**src/rtl/cam_engine_if.sv**
```systemverilog
// cam_engine_if -- request/response bundle for the content-addressable memory.
//
// Signals (the requester owns the *_i side, cam_engine owns the *_o side):
//   clear_i                         invalidate every entry
//   read_i / read_index_i           read one entry
//   write_i / write_index_i /
//   write_data_i                    store data into one entry and mark it valid
//   search_i / search_data_i        look up a key across all valid entries
//   read_valid_o / read_hit_o /
//   read_data_o                     read response (valid is a one-cycle pulse)
//   search_valid_o / search_found_o /
//   search_index_o / search_multi_o search response (valid is a one-cycle pulse)
//   occupancy_o                     number of valid entries
//
// Modports: master = requester, slave = cam_engine.

interface cam_engine_if #(
   parameter int DATA_WIDTH = 32,
   parameter int ADDR_WIDTH = 5
);
   logic                  clear_i;
   logic                  read_i;
   logic [ADDR_WIDTH-1:0] read_index_i;
   logic                  write_i;
   logic [ADDR_WIDTH-1:0] write_index_i;
   logic [DATA_WIDTH-1:0] write_data_i;
   logic                  search_i;
   logic [DATA_WIDTH-1:0] search_data_i;

   logic                  read_valid_o;
   logic                  read_hit_o;
   logic [DATA_WIDTH-1:0] read_data_o;
   logic                  search_valid_o;
   logic                  search_found_o;
   logic [ADDR_WIDTH-1:0] search_index_o;
   logic                  search_multi_o;
   logic [ADDR_WIDTH:0]   occupancy_o;

   modport master (
      output clear_i, read_i, read_index_i, write_i, write_index_i, write_data_i,
             search_i, search_data_i,
      input  read_valid_o, read_hit_o, read_data_o, search_valid_o, search_found_o,
             search_index_o, search_multi_o, occupancy_o
   );

   modport slave (
      input  clear_i, read_i, read_index_i, write_i, write_index_i, write_data_i,
             search_i, search_data_i,
      output read_valid_o, read_hit_o, read_data_o, search_valid_o, search_found_o,
             search_index_o, search_multi_o, occupancy_o
   );
endinterface

```
**src/rtl/cam_engine.sv**
```systemverilog
// cam_engine -- content-addressable memory with DEPTH entries.
//
// Ports:
//   clk_i    single clock, all state changes on its rising edge
//   reset_i  synchronous active-high reset
//   bus      cam_engine_if.slave: clear / read / write / search requests and
//            their responses plus the occupancy count
//
// One request is accepted per cycle with priority clear > read > write > search;
// lower-priority requests in the same cycle are dropped. Reads answer one cycle
// later. Searches run through two register stages (match vector, then encoded
// result), so a new search can start every cycle and results come back in order
// two cycles after acceptance. Data registers are never reset or cleared; only
// the valid bits are.

module cam_engine #(
   parameter int DATA_WIDTH = 32,
   parameter int ADDR_WIDTH = 5,
   parameter int DEPTH      = 1 << ADDR_WIDTH
) (
   input  logic         clk_i,
   input  logic         reset_i,
   cam_engine_if.slave  bus
);

   localparam logic [ADDR_WIDTH:0] DEPTH_W = (ADDR_WIDTH + 1)'(DEPTH);

   logic [DATA_WIDTH-1:0] data_mem [DEPTH];
   logic [DEPTH-1:0]      valid_reg;
   logic [ADDR_WIDTH:0]   occupancy_reg;

   logic                  read_valid_reg;
   logic                  read_hit_reg;
   logic [DATA_WIDTH-1:0] read_data_reg;

   logic                  s1_valid_reg;
   logic [DEPTH-1:0]      match_vec_reg;
   logic                  search_valid_reg;
   logic                  search_found_reg;
   logic [ADDR_WIDTH-1:0] search_index_reg;
   logic                  search_multi_reg;

   // Request arbitration
   logic do_clear, do_read, do_write, do_search;
   logic read_in_range, write_in_range;

   assign do_clear  = bus.clear_i;
   assign do_read   = !bus.clear_i && bus.read_i;
   assign do_write  = !bus.clear_i && !bus.read_i && bus.write_i;
   assign do_search = !bus.clear_i && !bus.read_i && !bus.write_i && bus.search_i;

   assign read_in_range  = ({1'b0, bus.read_index_i}  < DEPTH_W);
   assign write_in_range = ({1'b0, bus.write_index_i} < DEPTH_W);

   // Parallel compare of the key against every valid entry
   logic [DEPTH-1:0] match_now;
   for (genvar gi = 0; gi < DEPTH; gi++) begin : g_match
      assign match_now[gi] = valid_reg[gi] && (data_mem[gi] == bus.search_data_i);
   end

   // Lowest-index priority encoder on the registered match vector.
   // The downward loop lets the lowest set bit overwrite earlier hits.
   logic                  enc_found;
   logic [ADDR_WIDTH-1:0] enc_index;
   logic                  enc_multi;

   always_comb begin
      enc_found = 1'b0;
      enc_index = '0;
      for (int i = DEPTH - 1; i >= 0; i--) begin
         if (match_vec_reg[i]) begin
            enc_found = 1'b1;
            enc_index = ADDR_WIDTH'(i);
         end
      end
      // Clearing the lowest set bit leaves something only if two or more matched
      enc_multi = |(match_vec_reg & (match_vec_reg - 1'b1));
   end

   // Data storage: never reset, clears leave contents in place
   always_ff @(posedge clk_i) begin
      if (!reset_i && do_write && write_in_range) begin
         data_mem[bus.write_index_i] <= bus.write_data_i;
      end
   end

   always_ff @(posedge clk_i) begin
      if (reset_i) begin
         valid_reg        <= '0;
         occupancy_reg    <= '0;
         read_valid_reg   <= 1'b0;
         read_hit_reg     <= 1'b0;
         read_data_reg    <= '0;
         s1_valid_reg     <= 1'b0;
         match_vec_reg    <= '0;
         search_valid_reg <= 1'b0;
         search_found_reg <= 1'b0;
         search_index_reg <= '0;
         search_multi_reg <= 1'b0;
      end else begin
         // Read response; data/hit hold between reads
         read_valid_reg <= do_read;
         if (do_read) begin
            if (read_in_range) begin
               read_hit_reg  <= valid_reg[bus.read_index_i];
               read_data_reg <= data_mem[bus.read_index_i];
            end else begin
               read_hit_reg  <= 1'b0;
               read_data_reg <= '0;
            end
         end

         // Valid bits and occupancy
         if (do_clear) begin
            valid_reg     <= '0;
            occupancy_reg <= '0;
         end else if (do_write && write_in_range) begin
            valid_reg[bus.write_index_i] <= 1'b1;
            if (!valid_reg[bus.write_index_i]) begin
               occupancy_reg <= occupancy_reg + 1'b1;
            end
         end

         // Search stage 1: snapshot of matches, immune to later clears/writes
         s1_valid_reg <= do_search;
         if (do_search) begin
            match_vec_reg <= match_now;
         end

         // Search stage 2: encoded result, held until the next search completes
         search_valid_reg <= s1_valid_reg;
         if (s1_valid_reg) begin
            search_found_reg <= enc_found;
            search_index_reg <= enc_index;
            search_multi_reg <= enc_multi;
         end
      end
   end

   assign bus.read_valid_o   = read_valid_reg;
   assign bus.read_hit_o     = read_hit_reg;
   assign bus.read_data_o    = read_data_reg;
   assign bus.search_valid_o = search_valid_reg;
   assign bus.search_found_o = search_found_reg;
   assign bus.search_index_o = search_index_reg;
   assign bus.search_multi_o = search_multi_reg;
   assign bus.occupancy_o    = occupancy_reg;

endmodule

```
**src/flat_wrapper.sv**
```systemverilog
// flat-port wrapper written by rule: the top's interface ports become plain ports
module cam_engine_flat 
#(
   parameter int DATA_WIDTH = 32,
   parameter int ADDR_WIDTH = 5,
   parameter int DEPTH      = 1 << ADDR_WIDTH
)
  (clk_i, reset_i, bus_clear_i, bus_read_i, bus_read_index_i, bus_write_i, bus_write_index_i, bus_write_data_i, bus_search_i, bus_search_data_i, bus_read_valid_o, bus_read_hit_o, bus_read_data_o, bus_search_valid_o, bus_search_found_o, bus_search_index_o, bus_search_multi_o, bus_occupancy_o);
  cam_engine_if #(.DATA_WIDTH(DATA_WIDTH), .ADDR_WIDTH(ADDR_WIDTH)) bus_i ();
  input  logic clk_i;
  input  logic reset_i;
  input wire logic [$bits(bus_i.clear_i)-1:0] bus_clear_i;
  input wire logic [$bits(bus_i.read_i)-1:0] bus_read_i;
  input wire logic [$bits(bus_i.read_index_i)-1:0] bus_read_index_i;
  input wire logic [$bits(bus_i.write_i)-1:0] bus_write_i;
  input wire logic [$bits(bus_i.write_index_i)-1:0] bus_write_index_i;
  input wire logic [$bits(bus_i.write_data_i)-1:0] bus_write_data_i;
  input wire logic [$bits(bus_i.search_i)-1:0] bus_search_i;
  input wire logic [$bits(bus_i.search_data_i)-1:0] bus_search_data_i;
  output wire logic [$bits(bus_i.read_valid_o)-1:0] bus_read_valid_o;
  output wire logic [$bits(bus_i.read_hit_o)-1:0] bus_read_hit_o;
  output wire logic [$bits(bus_i.read_data_o)-1:0] bus_read_data_o;
  output wire logic [$bits(bus_i.search_valid_o)-1:0] bus_search_valid_o;
  output wire logic [$bits(bus_i.search_found_o)-1:0] bus_search_found_o;
  output wire logic [$bits(bus_i.search_index_o)-1:0] bus_search_index_o;
  output wire logic [$bits(bus_i.search_multi_o)-1:0] bus_search_multi_o;
  output wire logic [$bits(bus_i.occupancy_o)-1:0] bus_occupancy_o;
  assign bus_i.clear_i = bus_clear_i;
  assign bus_i.read_i = bus_read_i;
  assign bus_i.read_index_i = bus_read_index_i;
  assign bus_i.write_i = bus_write_i;
  assign bus_i.write_index_i = bus_write_index_i;
  assign bus_i.write_data_i = bus_write_data_i;
  assign bus_i.search_i = bus_search_i;
  assign bus_i.search_data_i = bus_search_data_i;
  assign bus_read_valid_o = bus_i.read_valid_o;
  assign bus_read_hit_o = bus_i.read_hit_o;
  assign bus_read_data_o = bus_i.read_data_o;
  assign bus_search_valid_o = bus_i.search_valid_o;
  assign bus_search_found_o = bus_i.search_found_o;
  assign bus_search_index_o = bus_i.search_index_o;
  assign bus_search_multi_o = bus_i.search_multi_o;
  assign bus_occupancy_o = bus_i.occupancy_o;
  cam_engine #(.DATA_WIDTH(DATA_WIDTH), .ADDR_WIDTH(ADDR_WIDTH), .DEPTH(DEPTH)) u_core (.clk_i(clk_i), .reset_i(reset_i), .bus(bus_i));
endmodule
```
**config.mk**
```make
export PLATFORM = sky130hd
export DESIGN_NAME = cam_engine_flat
export DESIGN_NICKNAME = d
export VERILOG_FILES = /design/src/rtl/cam_engine_if.sv /design/src/rtl/cam_engine.sv /design/src/flat_wrapper.sv
export SDC_FILE = /design/constraint.sdc
export NUM_CORES = 2
export LEC_CHECK = 0
export BUFFER_PORTS_ARGS = -buffer_cell sky130_fd_sc_hd__buf_2
export CAP_MARGIN = 20
export CORE_MARGIN = 2
export CORE_UTILIZATION = 35
export DETAILED_ROUTE_END_ITERATION = 10
export SETUP_SLACK_MARGIN = 0.2
export SKIP_LAST_GASP = 1
export SYNTH_ARGS = -nofsm -noshare
export SYNTH_HDL_FRONTEND = slang
export SYNTH_SLANG_ARGS = --single-unit
```
**constraint.sdc**
```tcl
create_clock -name clk_i -period 4.2 [get_ports clk_i]
set_clock_uncertainty 0.1 [all_clocks]
set_input_delay 0.42 -clock clk_i [delete_from_list [all_inputs] [get_ports clk_i]]
set_output_delay 0.42 -clock clk_i [all_outputs]
set_load 0.05 [all_outputs]
```
==> results.tsv <==
metric	value	unit
status	complete, no violations	
Worst-Margin Slew	1.24	ns
Sw Share	25.3	%
DRT antenna net count	0	
Max Slew Vio Count	0	
filler cell count	14400	
Comb pwr share	9.8	%
clock root cell	clkbuf_16	
Async S/R FF share, synth	0	%
I/O pins	128	
final period demand of the worst path	3.94	ns
# port buffers	127	
Syn Inst Count	3590	
H-tree depth	3	
setup slack after placement	0.340	ns
CTS tree	yes	
final setup vio count	0	
Yosys reg bits	1137	
crit path max fanout	35	
Vias	36300	
overall routing resource usage	27.6	%
total of max-cap violations	0	
Yosys top cell by area	edfxtp_1	
Reg-to-Reg End	u_core.match_vec_reg[6]$_SDFFE_PP0P_	
clock buffer depth	3	
Max Freq	254	MHz
Slowest cell on crit path	nor4_1	
sinks on the clock net	1137	
PnR worst setup slack	0.256	ns
layout cells sized above 1	22.3	%
Setup Crit Path Kind	input port to flip-flop	
Seq pwr share	48.0	%
WHS Endpoint	u_core.data_mem[18][4]$_DFFE_PP_	
Hold Startpoint	bus_write_data_i[4]	
cell row count	146	
Pwr Density	406	nW/um2
crit path cell chain	dlygate4sd3_1 > buf_2 > or4b_4 > nor4_1 > nand4_1 > nor4_1 > nand4_1 > a21oi_1	
Initial Util	35.2	%
TritonCTS Buffers	121	
worst reg2reg path depth	6	
Clock Latency Late Sink	0.78	ns
Rel. slew slack	16.3	%
post-route DRC violation count	0	
largest net degree at the start of global routing	55	
final WL	228	mm
Core ar.	158000	um2
initial antenna violation count	46	
largest register by flop count	u_core.data_mem	
RSZ-0062 raised after global routing	false	
Worst EP required	4.80	ns
Largest register FFs	1024	
hold path cells	1	
R2R Setup Slk	0.87	ns
Pre-antenna DRT Iters	6	
final hold violations	0	
Die H	403	um
Post-CTS Setup Bufs	0	
Post-synth EDFFs	1024	
vias in the first global route	34400	
Arr. time, crit path	4.55	ns
Routed WL per cell	38.3	um
Synth top area share	55.3	%
Via density	6.10	
DIE WIDTH	403	um
sequential share of the synthesized area	59.4	%
Layout area overhead	14.7	%
P_int	19.3	mW
CP Launch Type	input port	
clock share of power	42.2	%
sequential cell area	33000	um2
Critical Path End Type	flip-flop	
initial DRC count	6874	
Synth Warn #	0	
Max stage delay on crit path	0.99	ns
finished layout cell area	63700	um2
worst r2r src	u_core.data_mem[6][22]$_DFFE_PP_	
global route overflow	0	
Post-layout nets	3843	
Hold WC Path Type	input port to flip-flop	
top cells by area, synth	edfxtp_1 (55%), mux4_2 (14%), xor2_1 (10%), xnor2_1 (5.8%), dfxtp_1 (4.1%)	
Tcrit/Tclk final	93.9	%
area of the mapped netlist	55600	um2
synthesized area per cell	15.5	um2
first-pass GRT wire length	304	mm
Setup TNS	0	ns
Placement Cell Area	59700	um2
leakage	20.4	nW
Unique masters post-synth	64	
Routability Congestion	1.00	
switching power	6.54	mW
HPWL after DPL	166	mm
Clock Pin Slew Worst Setup and Hold Paths	0.06	ns
Power Total	25.9	mW
VDD IR-drop max	361	uV
synthesized net count	3671	
footprint of the multi-input gates	21700	um2
die area	162000	um2
Synth Flop Type	edfxtp_1	
==> repair_timing <==
action,4_1_cts,5_1_grt
hold buffers,4,0
resized for setup,0,0
hold endpoints to repair,8,0
==> power by group through the flow <==
stage	Clock (mW)	Sequential (mW)	Combinational [mW]
after floorplan	0	12.7	1.19
after global placement	0	12.7	2.45
after detailed placement	0	12.7	2.45
after CTS	11.0	12.4	2.47
after global routing	11.4	12.4	2.55
final	10.9	12.4	2.53
==> worst max path at each step <==
stage,slack [ns],start,end,depth (start not counted)
after global placement,0.32,bus_clear_i,u_core.match_vec_reg[6]$_SDFFE_PP0P_,7
after global routing,0.36,bus_read_i,u_core.match_vec_reg[6]$_SDFFE_PP0P_,8
after detailed placement,0.34,bus_clear_i,u_core.match_vec_reg[6]$_SDFFE_PP0P_,7
after CTS,0.60,bus_clear_i,u_core.match_vec_reg[6]$_SDFFE_PP0P_,8
final,0.26,bus_clear_i,u_core.match_vec_reg[6]$_SDFFE_PP0P_,8
after floorplan,0.65,bus_read_i,u_core.data_mem[29][0]$_DFFE_PP_,7
==> synthesized netlist by cell type, drive strengths merged (37+ instances only) <==
cell type  number
nor4          207
a21oi          79
buf           142
nand2          54
clkbuf        112
nand4         145
mux2i          37
mux4          336
nor2          135
edfxtp       1024
xor2          650
dfxtp         113
xnor2         367
==> placed cells by master (no fill, tap or decap), types with 32 or more instances in the layout <==
cell	Yosys	layout
a211oi_1	34	34
a21oi_1	79	79
buf_12	0	33
buf_2	30	122
buf_4	13	142
clkbuf_16	0	124
dfxtp_1	113	113
edfxtp_1	1024	1024
mux2i_1	37	37
mux4_2	336	336
nand2_1	54	54
nand4_1	145	145
nor2_1	135	103
nor2_4	0	32
nor4_1	196	196
xnor2_1	367	367
xor2_1	650	650
==> cells by family after synthesis <==
group | count (synthesis) | synth area share (%)
adder cells (fa/ha/maj) | 3 | 0.0585
AND/OR/NAND/NOR | 614 | 6.17
multiplexers | 374 | 14.3
XOR/XNOR | 1017 | 16.0
flip-flops | 1137 | 59.4
buffers and inverters | 272 | 2.07
AO/OA/AOI/OAI | 173 | 1.98
==> worst max-delay path: cells and delay by family <==
family / cells / cell delay, ns
buf+inv: 2 / 0.69
simple gates: 5 / 3.18
compound gates: 1 / 0.20
==> per-stage QoR <==
stage | utilization (%) | hold slack, ns | instances
final | 40.3 | 0.209 | 5954
after detailed placement | 37.8 | 0.366 | 5707
after global routing | 40.3 | 0.206 | 5942
after CTS | 40.3 | 0.148 | 5941
after floorplan | - | 0.342 | 3590
after global placement | 37.8 | 0.357 | 5707
==> metal layers <==
layer / part of all wire, % / GRT usage (%)
met1: 39 / 38.7
met2: 43 / 40.0
met3: 15 / 9.03
met4: 3.8 / 9.66
met5: 0.081 / 0
==> layout make-up <==
| cell class | count | share of cell area [%] |
|---|---|---|
| well taps | 2072 | 4.07 |
| multi-input cells | 2181 | 34.0 |
| diodes | 13 | 0.0510 |
| inverters | 18 | 0.106 |
| flip-flops and latches | 1137 | 51.8 |
| repair buffers | 303 | 3.78 |
| clock inverters | 74 | 1.08 |
| clock buffers | 156 | 5.12 |
Note: power is estimated with default switching activity, not from simulation.
